--- config.mk ---
export PLATFORM = sky130hd
export DESIGN_NAME = instr_fetch_queue
export DESIGN_NICKNAME = d
export VERILOG_FILES = /design/src/rtl/fetch_pkg.sv /design/src/rtl/fetch_fifo.sv /design/src/rtl/instr_fetch_queue.sv
export SDC_FILE = /design/constraint.sdc
export NUM_CORES = 1
export LEC_CHECK = 0
export ABC_AREA = 1
export BUFFER_PORTS_ARGS = -buffer_cell sky130_fd_sc_hd__buf_2
export CAP_MARGIN = 20
export CORE_ASPECT_RATIO = 1.4
export CORE_MARGIN = 5
export CORE_UTILIZATION = 35
export DETAILED_ROUTE_END_ITERATION = 16
export GPL_TIMING_DRIVEN = 0
export SYNTH_ARGS = -nofsm -noshare
export SYNTH_HDL_FRONTEND = slang
export SYNTH_SLANG_ARGS = --single-unit
--- constraint.sdc ---
create_clock -name i_clk -period 9.15 [get_ports i_clk]
set_input_delay 0.915 -clock i_clk [delete_from_list [all_inputs] [get_ports i_clk]]
set_output_delay 0.915 -clock i_clk [all_outputs]
set_load 0.01 [all_outputs]
--- src/rtl/fetch_pkg.sv ---
// Shared types and helpers for the instruction fetch queue.
package fetch_pkg;

    typedef struct packed {
        logic [31:0] pc;
        logic [31:0] instr;
    } fetch_entry_t;

    localparam logic [31:0] FETCH_RESET_PC = 32'h1000_0000;

    // One extra pointer bit distinguishes full from empty.
    function automatic int ptr_width(input int depth);
        return $clog2(depth) + 1;
    endfunction

endpackage

--- src/rtl/fetch_fifo.sv ---
// Small FIFO of {pc, instr} entries with synchronous flush.
module fetch_fifo
    import fetch_pkg::*;
#(
    parameter int DEPTH = 4,
    localparam int PW = ptr_width(DEPTH)
) (
    input  logic          i_clk,
    input  logic          i_rst_n,
    input  logic          i_push,
    input  fetch_entry_t  i_push_data,
    input  logic          i_pop,
    input  logic          i_flush,
    output fetch_entry_t  o_head,
    output logic [PW-1:0] o_count,
    output logic          o_full,
    output logic          o_empty
);

    localparam int AW = PW - 1;

    fetch_entry_t  mem [DEPTH];
    logic [PW-1:0] wr_ptr;
    logic [PW-1:0] rd_ptr;
    logic          push_ok;
    logic          pop_ok;

    assign o_empty = (wr_ptr == rd_ptr);
    assign o_full  = (wr_ptr[PW-1] != rd_ptr[PW-1]) && (wr_ptr[AW-1:0] == rd_ptr[AW-1:0]);
    assign o_count = wr_ptr - rd_ptr;
    assign o_head  = mem[rd_ptr[AW-1:0]];
    assign push_ok = i_push & ~o_full;
    assign pop_ok  = i_pop & ~o_empty;

    always_ff @(posedge i_clk or negedge i_rst_n) begin
        if (!i_rst_n) begin
            wr_ptr <= '0;
            rd_ptr <= '0;
        end else if (i_flush) begin
            wr_ptr <= '0;
            rd_ptr <= '0;
        end else begin
            if (push_ok) wr_ptr <= wr_ptr + 1'b1;
            if (pop_ok)  rd_ptr <= rd_ptr + 1'b1;
        end
    end

    always_ff @(posedge i_clk) begin
        if (push_ok && !i_flush) mem[wr_ptr[AW-1:0]] <= i_push_data;
    end

endmodule

--- src/rtl/instr_fetch_queue.sv ---
// Instruction fetch front-end: issues reads, buffers {pc, instr}, handles redirects.
// Define FETCH_STATS_EN to add fetched/squashed/stall counters as extra outputs.
module instr_fetch_queue
    import fetch_pkg::*;
#(
    parameter logic [31:0] INIT_PC = FETCH_RESET_PC,
    parameter int          DEPTH   = 4
) (
    input  logic        i_clk,
    input  logic        i_rst_n,
    output logic        o_imem_req,
    output logic [31:0] o_imem_addr,
    input  logic        i_imem_gnt,
    input  logic [31:0] i_imem_rdata,
    input  logic        i_redirect,
    input  logic [31:0] i_redirect_pc,
    output logic        o_valid,
    output logic [31:0] o_pc,
    output logic [31:0] o_instr,
    input  logic        i_ready
`ifdef FETCH_STATS_EN
    ,
    output logic [31:0] o_stat_fetched,
    output logic [31:0] o_stat_squashed,
    output logic [31:0] o_stat_stall
`endif
);

    localparam int              PW      = ptr_width(DEPTH);
    localparam logic [PW:0]     DEPTH_W = (PW + 1)'(DEPTH);

    logic [31:0]   fetch_pc;
    logic [31:0]   inflight_pc;
    logic [31:0]   redirect_addr;
    logic          inflight;
    logic          grant;
    logic          squash;
    logic          resp_push;
    logic          pop;
    logic [PW-1:0] count;
    logic [PW:0]   used;
    logic          fifo_full;
    logic          fifo_empty;
    fetch_entry_t  head;
    fetch_entry_t  push_data;
    fetch_entry_t  out_q;
    logic          unused_ok;

    assign unused_ok     = ^{fifo_full, i_redirect_pc[1:0]};
    assign redirect_addr = {i_redirect_pc[31:2], 2'b00};
    assign used          = {1'b0, count} + {{PW{1'b0}}, inflight};

    // Request is held off during reset so nothing is granted while state is clearing.
    assign o_imem_req  = i_rst_n & ((used < DEPTH_W) | i_redirect);
    assign o_imem_addr = i_redirect ? redirect_addr : fetch_pc;
    assign grant       = o_imem_req & i_imem_gnt;

    // Memory latency is one cycle, so a response arriving in a redirect cycle is stale.
    assign squash    = inflight & i_redirect;
    assign resp_push = inflight & ~i_redirect;
    assign push_data = '{pc: inflight_pc, instr: i_imem_rdata};

    assign o_valid = ~fifo_empty;
    assign pop     = o_valid & i_ready & ~i_redirect;
    assign o_pc    = o_valid ? head.pc    : out_q.pc;
    assign o_instr = o_valid ? head.instr : out_q.instr;

    fetch_fifo #(.DEPTH(DEPTH)) u_fifo (
        .i_clk       (i_clk),
        .i_rst_n     (i_rst_n),
        .i_push      (resp_push),
        .i_push_data (push_data),
        .i_pop       (pop),
        .i_flush     (i_redirect),
        .o_head      (head),
        .o_count     (count),
        .o_full      (fifo_full),
        .o_empty     (fifo_empty)
    );

    always_ff @(posedge i_clk or negedge i_rst_n) begin
        if (!i_rst_n) begin
            fetch_pc    <= INIT_PC;
            inflight    <= 1'b0;
            inflight_pc <= '0;
            out_q       <= '0;
        end else begin
            if (grant) begin
                fetch_pc    <= o_imem_addr + 32'd4;
                inflight_pc <= o_imem_addr;
            end else if (i_redirect) begin
                fetch_pc <= redirect_addr;
            end
            inflight <= grant;
            if (o_valid) out_q <= head;
        end
    end

`ifdef FETCH_STATS_EN
    function automatic logic [31:0] sat_add(input logic [31:0] a, input logic [31:0] b);
        logic [32:0] s;
        s = {1'b0, a} + {1'b0, b};
        return s[32] ? 32'hFFFF_FFFF : s[31:0];
    endfunction

    logic [31:0] squash_inc;
    assign squash_inc = (i_redirect ? 32'(count) : 32'd0) + 32'(squash);

    always_ff @(posedge i_clk or negedge i_rst_n) begin
        if (!i_rst_n) begin
            o_stat_fetched  <= '0;
            o_stat_squashed <= '0;
            o_stat_stall    <= '0;
        end else begin
            o_stat_fetched  <= sat_add(o_stat_fetched, 32'(pop));
            o_stat_squashed <= sat_add(o_stat_squashed, squash_inc);
            o_stat_stall    <= sat_add(o_stat_stall, 32'(~o_valid & i_ready));
        end
    end
`endif

endmodule
* Yosys cells after proc, flatten, opt, wreduce, memory -nomap -nowiden
Memory sizes are Yosys's and may differ from the RTL's. Index checks and enable logic that the tools add are counted.
Word-level totals: memories 1, word-level logic and storage cells 43, input port bits 69, output and inout bits 98, bits in registers 135, memory bits (writable) 256
Memories:
- u_fifo.mem | depth 4, width 64, read ports 1, clocked after memory_dff 0, wr ports 1, RTL line fetch_fifo.sv:22 | fetch_entry_t mem [DEPTH];
Cells by class: add/sub/neg operators 5, multiplexer cells 10, eq/ne operators 3, bitwise gates (word level) 11, reduce and logical (&&, ||, !) cells 5, order comparisons 1
Operator list (number):
- $mux W32 | 4
- $add A32 B3 Y32 const B | 1
- $mux W3 | 4
- $and A1 B1 Y1 | 7
- $add A3 B1 Y3 const B | 2
- $add A3 B1 Y4 | 1
- $lt A4 B3 Y1 const B | 1
- $reduce_bool A2 Y1 | 2
- $eq A3 B3 Y1 | 1
- $not A1 Y1 | 3
- $sub A3 B3 Y3 | 1
- $eq A2 B2 Y1 | 1
- $logic_and A1 B1 Y1 | 2
- $mux W1 | 2
- $logic_not A1 Y1 | 1
- $ne A1 B1 Y1 | 1
- $or A1 B1 Y1 | 1

* Depth between registers and ports, before layout
Gate-level depths: netlist of run 1.
depth after elaboration 7, depth in mapped cells 13, depth with buffers taken out 12

* Modules after synthesis
Synthesis of run 1 repeated with hierarchy kept, for this count alone.
Second synthesis, totals: cells, all modules 1428, area, all modules 15932.8 µm²
By module, submodules not included:
- fetch_fifo | instances 1, area each 9998.3 µm², cells an instance 690, sequential area each 7837.5 µm²
- instr_fetch_queue | instances 1, area each 5934.4 µm², cells an instance 738, sequential area each 3229.3 µm²

* Worst setup path before layout of run 1
Ideal clock, no wire load.
path kind input to register, start point in i_redirect, end point reg u_fifo.wr_ptr[2], arrival 4.592 ns, setup time 0.096 ns, cell stages on the path 6, path buffers 1, data required time 9.054 ns, setup slack 4.462 ns, cell sequence inv_2 > buf_2 > o211ai_1 > nor2_1 > o21ai_0 > a21oi_1
Between the ends: longest elaborated chain between the ends 4, elaborated cells between the ends (all ways) 5, those cells by class mux (1); bitwise (3); reduce/logical (1)
RTL lines:
- from (decl) | RTL line instr_fetch_queue.sv:15 | input logic i_redirect,
- $not A1 Y1 | RTL line instr_fetch_queue.sv:60 | assign resp_push = inflight & ~i_redirect;
- $and A1 B1 Y1 | RTL line instr_fetch_queue.sv:60
- $and A1 B1 Y1 | RTL line fetch_fifo.sv:32 | assign push_ok = i_push & ~o_full;
- $reduce_bool A2 Y1 (no line)
- to (signal assigned) | RTL line fetch_fifo.sv:43 | if (push_ok) wr_ptr <= wr_ptr + 1'b1;
- to (decl) | RTL line fetch_fifo.sv:23 | logic [PW-1:0] wr_ptr;
Several ways; a longest one is shown, not always the timed one. A chain may end at the register's enable or synchronous reset.

* Worst setup path in the final report of run 1
start point reg u_fifo.rd_ptr[1], end point out o_pc[29]
Between the ends: longest elaborated chain between the ends 2, elaborated cells between the ends (all ways) 3, those cells by class eq/ne (1); mux (1); memory (1)
RTL lines:
- from (decl) | RTL line fetch_fifo.sv:24 | logic [PW-1:0] rd_ptr;
- from (signal assigned) | RTL line fetch_fifo.sv:44 | if (pop_ok) rd_ptr <= rd_ptr + 1'b1;
- $mem_v2 Z4 W64 or $eq A3 B3 Y1 (tied branches)
- $mux W32 * | RTL line instr_fetch_queue.sv:65 | assign o_pc = o_valid ? head.pc : out_q.pc;
- to (decl) | RTL line instr_fetch_queue.sv:18 | output logic [31:0] o_pc,
Mark *: on every way between the ends. The rest lies on a longest branch, timed or not.

==> out/metrics.yaml, run 1 <==
logic_synthesis:
  synth_top_family_by_area: "simple AND/OR/NAND/NOR gates"
  synth_compound_area_share_pct: 8.16
  synth_area_leader_cell: "edfxtp_1"
  ys_types: 38
  synthAdderAreaFrac_pct: 0.744
  synth_xor_area_share_pct: 0.597
  avgSynthCellArea_um2: 10.9
  syn_inst: 1488
  synthSimpleGateAreaFrac_pct: 18.1
  ys_warn_count: 0
  syn_area_um2: 16100
  synth_mux_area_share_pct: 0
  synth_seq_area_share_pct: 68.5
  syn_nets: 1566
  ys_ff_latch: 391
  synth_top_area_share_pct: 47.6
  synthTopCellsByArea: "edfxtp_1, dfrtp_1, nor2_1"
placed_design:
  gp_congestion: 0.884
  placed_area_um2: 18000
  dp_hpwl_um: 30300
  dp_slack_ps: 5100
  io_buffer_count: 164
critical_path:
  worst-setup-path-type: "reg -> out"
  crit_arrival_ps: 3770
  r2r_end: "u_fifo.mem[2][0]$_DFFE_PP_"
  ff2ff_path_depth: 8
  worstReg2RegStart: "u_fifo.rd_ptr[1]$_DFFE_PN0P_"
  crit_path_end_kind: "output port"
  crit_required_ps: 8240
  rrSetupSlack_ps: 5830
  cp_max_fo: 10
  cp-start-kind: "register"
clocking:
  cts_buffer_depth: 3
  cts_tree: "yes"
  cts_resized: 0
  clkTransAtPathRegs_ps: 60
  cts-root-buf: "clkbuf_16"
  worstSkewPairLatency_ps: 550
  ctsHoldBuffers: 0
  cts_sinks: 391
  postCtsSetupBuffers: 0
  numCtsBuffers: 41
  htree_num_levels: 2
global_routing:
  grt_pass1_wl_um: 66000
  grt.overflow.total: 0
  grt_usage_pct: 17.0
  grt_max_degree: 74
  antenna_found_initial: 2
  grt_pass1_vias: 11288
power:
  power_density_nw_per_um2: 277
  leakagePower_nw: 7.64
  irDropWorstVdd_mv: 0.125
timing:
  relSlewSlack_pct: 29.0
  worstMarginPinSlew_ps: 1060
  max_freq_mhz: 213
  hold_viol_final: 0
  slew_viol_final: 0
  finClkSkew_ps: 21.7
  fin_crit_sh_pct: 51.2
  final.min_clock_period_ps: 4690
  finalSetupViolations: 0
  rsz0062_at_grt: "no"
  fin_ws_ps: 4460
  tns_ps: 0
floorplanning:
  die_w_um: 192
  core_area_um2: 45800
  die_y_um: 264
  io_pins: 167
  rows: 93
  start_util_pct: 35.2
  die_area_um2: 50600
status:
  run_status: "completed"
route:
  ant_nets: 0
  wl_um: 43500
  drc_errors: 0
  drt_first_iter_violations: 566
  viasPerCell: 4.75
  vias: 11190
  dr.pass1.iters: 5
  wl_per_cell_um: 18.4
final_layout:
  final_nets: 1784
  layout-drive-gt1-share_pct: 19.5
  syn2layout_area_growth_pct: 20.1
  final_area_um2: 19400
job:
  cap_violations: 0
worst_hold_path:
  hp-class: "in -> async"
report_power, final:
part | total, mW | internal (mW) | switching (mW)
logic | 1.44 | 0.445 | 0.998
registers | 2.27 | 2.16 | 0.111
clock network | 1.66 | 0.980 | 0.683
sequential cells by signal, summed over array words and instances (netlist names):
name           count
u_fifo.mem       256
inflight           1
out_q             64
fetch_pc          32
u_fifo.rd_ptr      3
u_fifo.wr_ptr      3
inflight_pc       32
worst max-delay path by stage:
stage / start / to / slack, ps / cells past startpoint
finish: u_fifo.rd_ptr[1]$_DFFE_PN0P_ / o_pc[29] / 4460 / 11
global route: u_fifo.rd_ptr[1]$_DFFE_PN0P_ / o_pc[29] / 4280 / 11
CTS: u_fifo.rd_ptr[1]$_DFFE_PN0P_ / o_pc[29] / 4510 / 11
detailed placement: u_fifo.rd_ptr[1]$_DFFE_PN0P_ / o_pc[29] / 5100 / 11
global placement: i_redirect / u_fifo.wr_ptr[2]$_DFFE_PN0P_ / 1490 / 7
floorplan: i_redirect / u_fifo.wr_ptr[2]$_DFFE_PN0P_ / 4460 / 6
stage by stage:
step | util (%) | std cells | hold WS, ps | power [mW]
global placement | 38.7 | 2269 | 477 | 3.75
detailed placement | 39.3 | 2280 | 487 | 3.78
global route | 42.3 | 2357 | 373 | 5.66
CTS | 42.3 | 2355 | 347 | 5.45
finish | 42.3 | 2358 | 329 | 5.37
floorplan | - | 1488 | 456 | 3.09
cells in the mapped netlist:
| cell | n |
|---|---|
| or2_2 | 3 |
| clkbuf_1 | 43 |
| dfrtp_1 | 134 |
| o211ai_1 | 1 |
| nand3_1 | 25 |
| inv_1 | 69 |
| nand2_2 | 38 |
| nand3_2 | 2 |
| o21ai_0 | 163 |
| ha_1 | 8 |
| nor3_1 | 4 |
| xor2_1 | 11 |
| nor2_1 | 363 |
| inv_2 | 3 |
| a21oi_1 | 4 |
| buf_2 | 9 |
| buf_4 | 3 |
| edfxtp_1 | 256 |
| nand4_2 | 1 |
| nand2_4 | 11 |
| buf_1 | 17 |
| a211oi_1 | 1 |
| buf_12 | 1 |
| o21a_1 | 2 |
| nor2_2 | 9 |
| buf_6 | 2 |
| a31oi_1 | 64 |
| fa_1 | 1 |
| buf_8 | 1 |
| o21ai_1 | 2 |
| nand2_1 | 219 |
| nor2_4 | 8 |
| o21ai_2 | 2 |
| dfstp_2 | 1 |
| nand4_1 | 3 |
| o21bai_1 | 1 |
| nor3_2 | 2 |
| o21ai_4 | 1 |
worst max-delay path, stage by stage (launching register included):
cell and delay, ps:
dfrtp_1 450, inv_1 110, clkbuf_1 500, ha_1 340
nand2_1 90, inv_1 40, nand2_1 150, buf_2 340
buf_1 500, nor2_1 80, a31oi_1 400, buf_2 220
area by class of cell:
cell class	count	area (um^2)
fillers	4379	26500
flip-flops and latches	391	11100
multi-input cells	949	4490
clock buffers	56	1160
repair buffers	175	1090
well taps	617	772
plain buffers	76	350
inverters	72	270
clock inverters	19	183
diodes	3	7.51
logic make-up after synthesis:
family,after synthesis
buffers and inverters,148
and+or+nand+nor,688
xor gates and xnor gates,11
DFF,391
AOI/OAI and AO/OA,241
adders and majority gates,9
per-layer routing:
| layer | part of all wire, % | vias up | GRT usage (%) |
|---|---|---|---|
| li1 | - | 5450 | - |
| met1 | 40 | 5402 | 20.4 |
| met2 | 52 | 266 | 30.8 |
| met3 | 4.2 | 72 | 2.50 |
| met4 | 3.2 | 0 | 5.94 |
| met5 | 0 | - | 0 |
cell usage in the layout (no fill, tap or decap), drive strengths merged, types with 2 or more instances in the layout:
master and n:
nand3 27, nand4 4, a31oi 64, nor2 380
nor3 6, clkinv 12, dfrtp 134, inv 74
or2 3, buf 208, o21a 2, clkinvlp 2
a21oi 4, nand2 268, clkbuf 99, ha 8
diode 3, bufinv 3, o21ai 168, xor2 11
edfxtp 256
(Power assumes the default switching activity.)
==> inputs of run 2 (changes only) <==
ABC_AREA = 0   (was 1)
clock period = 4.9 ns   (was 9.15 ns; I/O delays follow)
==> run 2 against run 1 <==
Net effect: synthesized area down 6.0%; non-clock buffer count down 41; clock skew down 6.6 ps; die area down 5.7%; final cell count down 31%; largest cell class unchanged; critical path depth down 2; worst setup slack worse by 3900 ps; critical path type unchanged; clock power up 95%; cell area down 5.4%.
==> out/metrics.yaml, run 2 <==
timing:
  slew_viol_final: 0
  fin_crit_sh_pct: 88.5
  finalSetupViolations: 0
  max_freq_mhz: 231
  relSlewSlack_pct: 37.4
  tns_ps: 0
  fin_ws_ps: 563
  finClkSkew_ps: 15.1
  hold_slack_ps: 180
  worstMarginPinSlew_ps: 936
  final.min_clock_period_ps: 4340
  rsz0062_at_grt: "no"
  hold_viol_final: 0
floorplanning:
  rows: 90
  core_area_um2: 43000
  die_area_um2: 47700
  start_util_pct: 35.3
  io_pins: 167
  die_y_um: 256
  die_w_um: 186
critical_path:
  cp-start-kind: "register"
  crit_path_end_kind: "output port"
  worst-setup-path-type: "reg -> out"
  crit_arrival_ps: 3850
  crit_required_ps: 4410
  cp_max_fo: 10
placed_design:
  io_buffer_count: 164
  dp_slack_ps: 339
  dp_hpwl_um: 22700
  gp_congestion: 0.808
  dp_cells: 1551
  placed_area_um2: 16900
logic_synthesis:
  synthTopCellsByCount: "edfxtp_1, dfrtp_1, mux2_2, mux4_2, nand2_1"
  avgSynthCellArea_um2: 18.4
  ys_ff_latch: 391
  syn_inst: 827
  synthTopCellsByArea: "edfxtp_1, dfrtp_1, mux4_2"
  synth_area_leader_cell: "edfxtp_1"
  synth_seq_area_share_pct: 72.9
  synthAdderAreaFrac_pct: 0.791
  synth_most_common_cell: "edfxtp_1"
  ys_async_sr_fraction_pct: 34.5
  synth_edf_count: 256
  synthSimpleGateAreaFrac_pct: 4.08
  syn_area_um2: 15200
  synth_mux_area_share_pct: 16.4
  synth_xor_area_share_pct: 2.05
  synth_compound_area_share_pct: 1.73
  synth_top_area_share_pct: 50.6
  synth_top_family_by_area: "multiplexers"
  synth_ff_type: "edfxtp_1"
  ys_warn_count: 0
  ys_types: 47
  syn_nets: 905
final_layout:
  largest_reg_flops: 256
  diodes: 0
  utilization_pct: 42.6
  final_nets: 1120
  multi_input_area_um2: 3820
  syn2layout_area_growth_pct: 20.8
  final_cell_mix: "edfxtp_1, buf_2, dfrtp_1, mux2_2, mux4_2"
  seqCellArea_um2: 11100
  layout-drive-gt1-share_pct: 38.0
  fillers: 3913
  final_common_cell: "edfxtp_1"
  final_area_um2: 18300
  instances_no_fill: 1624
global_routing:
  use_met3_pct: 2.64
  antenna_found_initial: 0
  grt.busiest_layer: "met2"
  met2_usage_pct: 25.5
  grt_max_degree: 105
  grt_pass1_wl_um: 52300
  grt_pass1_vias: 8715
  grt.overflow.total: 0
  use_met1_pct: 17.8
  grt_usage_pct: 14.4
power:
  switching_share_pct: 26.5
  power_density_nw_per_um2: 508
  irDropWorstVdd_mv: 0.250
  pwr-share-seq_pct: 44.7
  p_int_mw: 6.85
  totalPowerFinal_mw: 9.32
  leakagePower_nw: 6.86
  p_sw_mw: 2.47
  pwr-share-clk_pct: 34.7
  power.share.combinational_pct: 20.6
clocking:
  numCtsBuffers: 40
  clkTransAtPathRegs_ps: 70
  cts_sinks: 391
  htree_num_levels: 2
  cts_tree: "yes"
  postCtsSetupBuffers: 0
  cts_buffer_depth: 3
  worstSkewPairLatency_ps: 530
  cts-root-buf: "clkbuf_16"
worst_hold_path:
  hp-class: "in -> reg"
job:
  cap_violations: 0
route:
  drc_errors: 0
  dr.pass1.iters: 7
  viasPerCell: 4.87
  wl_um: 34100
  wl_per_cell_um: 21.0
  drt_first_iter_violations: 301
  vias: 7903
  ant_nets: 0
status:
  run_status: "completed"
## run 2: cell count changes in the layout (fill, tap and decap cells not counted), sizes merged, moves of 15 or more
cell	before	now
nor2	380	17
nand2	268	56
mux2	0	71
nand3	27	12
inv	74	34
buf	208	193
mux2i	0	25
clkbuf	99	64
a31oi	64	3
o21ai	168	27
xnor2	0	30
mux4	0	64
## run 2: logic make-up after synthesis
group	Yosys count
and+or+nand+nor	122
adders and majority gates	9
DFF	391
AOI/OAI and AO/OA	42
buffers and inverters	69
muxes	160
xor gates and xnor gates	34
## run 2: final cells by class
type,instances,share of cell area [%]
Buffer,37,1.09
Clock buffer,48,5.95
Clock inverter,24,1.73
Inverter,32,0.655
Multi-Input combinational cell,367,20.8
Sequential cell,391,60.3
Tap cell,552,3.76
Timing Repair Buffer,173,5.65
## run 2: final timing paths
kind	from	end	slack, ps	depth (start not counted)
worst max-delay path	u_fifo.rd_ptr[1]$_DFFE_PN0P_	o_instr[17]	560	9
worst min-delay path	i_imem_rdata[6]	u_fifo.mem[0][6]$_DFFE_PP_	180	1
worst max register to register	u_fifo.rd_ptr[1]$_DFFE_PN0P_	u_fifo.mem[3][38]$_DFFE_PP_	1520	9
worst min register to register	out_q[30]$_DFFE_PN0N_	out_q[30]$_DFFE_PN0N_	490	1
max in group asynchronous	i_rst_n	out_q[11]$_DFFE_PN0N_	3590	3
min in group asynchronous	i_rst_n	out_q[49]$_DFFE_PN0N_	420	2
## run 2: power groups by stage
stage | combinational (mW) | sequential (mW) | clock, mW
floorplan | 1.22 | 4.17 | 0
global placement | 1.95 | 4.22 | 0
detailed placement | 1.98 | 4.24 | 0
CTS | 1.99 | 4.17 | 3.35
global route | 2.10 | 4.21 | 3.47
finish | 1.92 | 4.17 | 3.24
## run 2: critical path, stage by stage, from the launching register on
cell and delay, ps:
dfrtp_1 460, clkbuf_2 350, clkbuf_2 370, inv_1 80, ha_1 320, nand3_1 260
buf_2 340, buf_1 550, mux2_2 440, buf_2 150
## run 2: what timing repair did
action                                  4_1_cts  5_1_grt
hold endpoints to repair                     32        0
hold buffers                                  1        0
endpoints found under the setup margin       20       10
gates resized for setup                       2        2
## run 2: layer usage
metal / wire (um) / part of all wire, %
met1: 13800 / 40
met2: 18000 / 53
met3: 1540 / 4.5
met4: 791 / 2.3
met5: 0 / 0
==> inputs of run 3 (changes only) <==
CORE_UTILIZATION = 58   (was 35)
PLACE_DENSITY = 0.79   (was default)
==> run 3 against run 2 <==
Net effect: via count rose by 0.97%; highest routed layer unchanged; non-clock buffer count unchanged; die area down 38%; critical path type unchanged; cell area shrank 2.7%; critical endpoint is now o_instr[9]; clock power shrank 14%.
==> out/metrics.yaml, run 3 (synthesis results as in run 2) <==
timing:
  fin_crit_sh_pct: 91.6
  tns_ps: 0
  worstMarginPinSlew_ps: 939
  finalSetupViolations: 0
  hold_viol_final: 0
  relSlewSlack_pct: 37.2
  max_freq_mhz: 223
  final.min_clock_period_ps: 4490
  slew_viol_final: 0
  fin_ws_ps: 414
  finClkSkew_ps: 11.8
  rsz0062_at_grt: "no"
placed_design:
  dp_hpwl_um: 20200
  placed_area_um2: 16600
  dp_cells: 1323
  io_buffer_count: 164
  dp_slack_ps: 586
  gp_congestion: 0.901
worst_hold_path:
  hp-class: "in -> reg"
final_layout:
  diodes: 0
  syn2layout_area_growth_pct: 17.5
  final_nets: 1117
  largest_reg_flops: 256
  instances_no_fill: 1389
  utilization_pct: 68.6
  final_cell_mix: "edfxtp_1, buf_2, dfrtp_1, mux2_2, mux4_2"
  final_common_cell: "edfxtp_1"
  layout-drive-gt1-share_pct: 36.9
  final_area_um2: 17800
floorplanning:
  io_pins: 167
  die_y_um: 201
  rows: 70
  core_area_um2: 26000
  die_w_um: 147
  start_util_pct: 58.4
  die_area_um2: 29600
power:
  p_int_mw: 6.53
  switching_share_pct: 26.3
  leakagePower_nw: 6.75
  power_density_nw_per_um2: 496
  irDropWorstVdd_mv: 0.302
  pwr-share-clk_pct: 31.5
  p_sw_mw: 2.33
  pwr-share-seq_pct: 47.1
  power.share.combinational_pct: 21.4
global_routing:
  antenna_found_initial: 0
  grt_pass1_vias: 8619
  grt_pass1_wl_um: 48300
  grt_usage_pct: 21.0
  grt.overflow.total: 0
  grt_max_degree: 82
clocking:
  cts_buffer_depth: 3
  postCtsSetupBuffers: 0
  clkTransAtPathRegs_ps: 60
  worstSkewPairLatency_ps: 500
  cts-root-buf: "clkbuf_16"
  numCtsBuffers: 37
  cts_sinks: 391
  htree_num_levels: 2
  cts_tree: "yes"
critical_path:
  cp_max_fo: 10
  crit_path_end_kind: "output port"
  worst-setup-path-type: "reg -> out"
  crit_required_ps: 4410
  cp-start-kind: "register"
  crit_arrival_ps: 4000
job:
  cap_violations: 0
route:
  ant_nets: 0
  wl_um: 30300
  vias: 7980
  drt_first_iter_violations: 487
  viasPerCell: 5.75
  dr.pass1.iters: 6
  wl_per_cell_um: 21.8
  drc_errors: 0
status:
  run_status: "completed"
-- run 3: cell types whose count changed in the layout (fill, tap and decap cells not counted), sizes merged --
cell    change
bufinv      -3
inv         -2
clkbuf      -1
clkinv      -1
-- run 3: final timing paths --
path / from / endpoint / slack (ps) / cells past startpoint
hold / removal: i_imem_rdata[29] / u_fifo.mem[2][29]$_DFFE_PP_ / 210 / 1
hold reg to reg: out_q[25]$_DFFE_PN0N_ / out_q[25]$_DFFE_PN0N_ / 490 / 1
max in group asynchronous: i_rst_n / out_q[40]$_DFFE_PN0N_ / 3500 / 3
setup reg to reg: u_fifo.rd_ptr[1]$_DFFE_PN0P_ / u_fifo.mem[3][4]$_DFFE_PP_ / 1170 / 10
min in group asynchronous: i_rst_n / out_q[48]$_DFFE_PN0N_ / 550 / 2
setup / recovery: u_fifo.rd_ptr[1]$_DFFE_PN0P_ / o_instr[9] / 410 / 9
-- run 3: final cells by class --
| cell class | count | area [um^2] |
|---|---|---|
| Buffer | 37 | 198 |
| Clock buffer | 47 | 993 |
| Clock inverter | 18 | 195 |
| Fill cell | 1712 | 8170 |
| Inverter | 32 | 120 |
| Multi-Input combinational cell | 367 | 3820 |
| Sequential cell | 391 | 11100 |
| Tap cell | 324 | 405 |
| Timing Repair Buffer | 173 | 1040 |
-- run 3: power by group through the flow --
stage	Combinational (mW)	Clock, mW	Sequential (mW)
after floorplan	1.22	0	4.17
after global placement	1.88	0	4.21
after detailed placement	1.93	0	4.24
after CTS	1.94	2.84	4.18
after global routing	2.06	2.99	4.22
final	1.89	2.79	4.18
-- run 3: timing repair --
| action | CTS | global route |
|---|---|---|
| hold buffers | 1 | 0 |
| endpoints found under the hold margin | 28 | 0 |
| setup endpoints to repair | 0 | 20 |
| resized for setup | 0 | 2 |
-- run 3: worst max-delay path: stages (launching register included) --
cell      delay [ps]
dfrtp_1          470
clkbuf_1         500
clkbuf_2         420
inv_1             80
ha_1             310
nand3_1          240
buf_2            340
buf_1            550
mux2_2           440
buf_2            150
-- run 3: stage by stage --
step | hold slack, ps | total power, mW
after floorplan | 194 | 5.39
after global placement | 476 | 6.10
after detailed placement | 482 | 6.17
after CTS | 183 | 8.96
after global routing | 184 | 9.28
final | 206 | 8.86
-- run 3: layer usage --
layer | part of all wire [%] | vias up | wire length (um) | track usage (%)
li1 | - | 3575 | - | -
met1 | 39 | 4090 | 11900 | 26.4
met2 | 53 | 262 | 16100 | 37.7
met3 | 5.1 | 53 | 1540 | 3.33
met4 | 2.6 | 0 | 788 | 6.15
met5 | 0 | - | 0 | 0
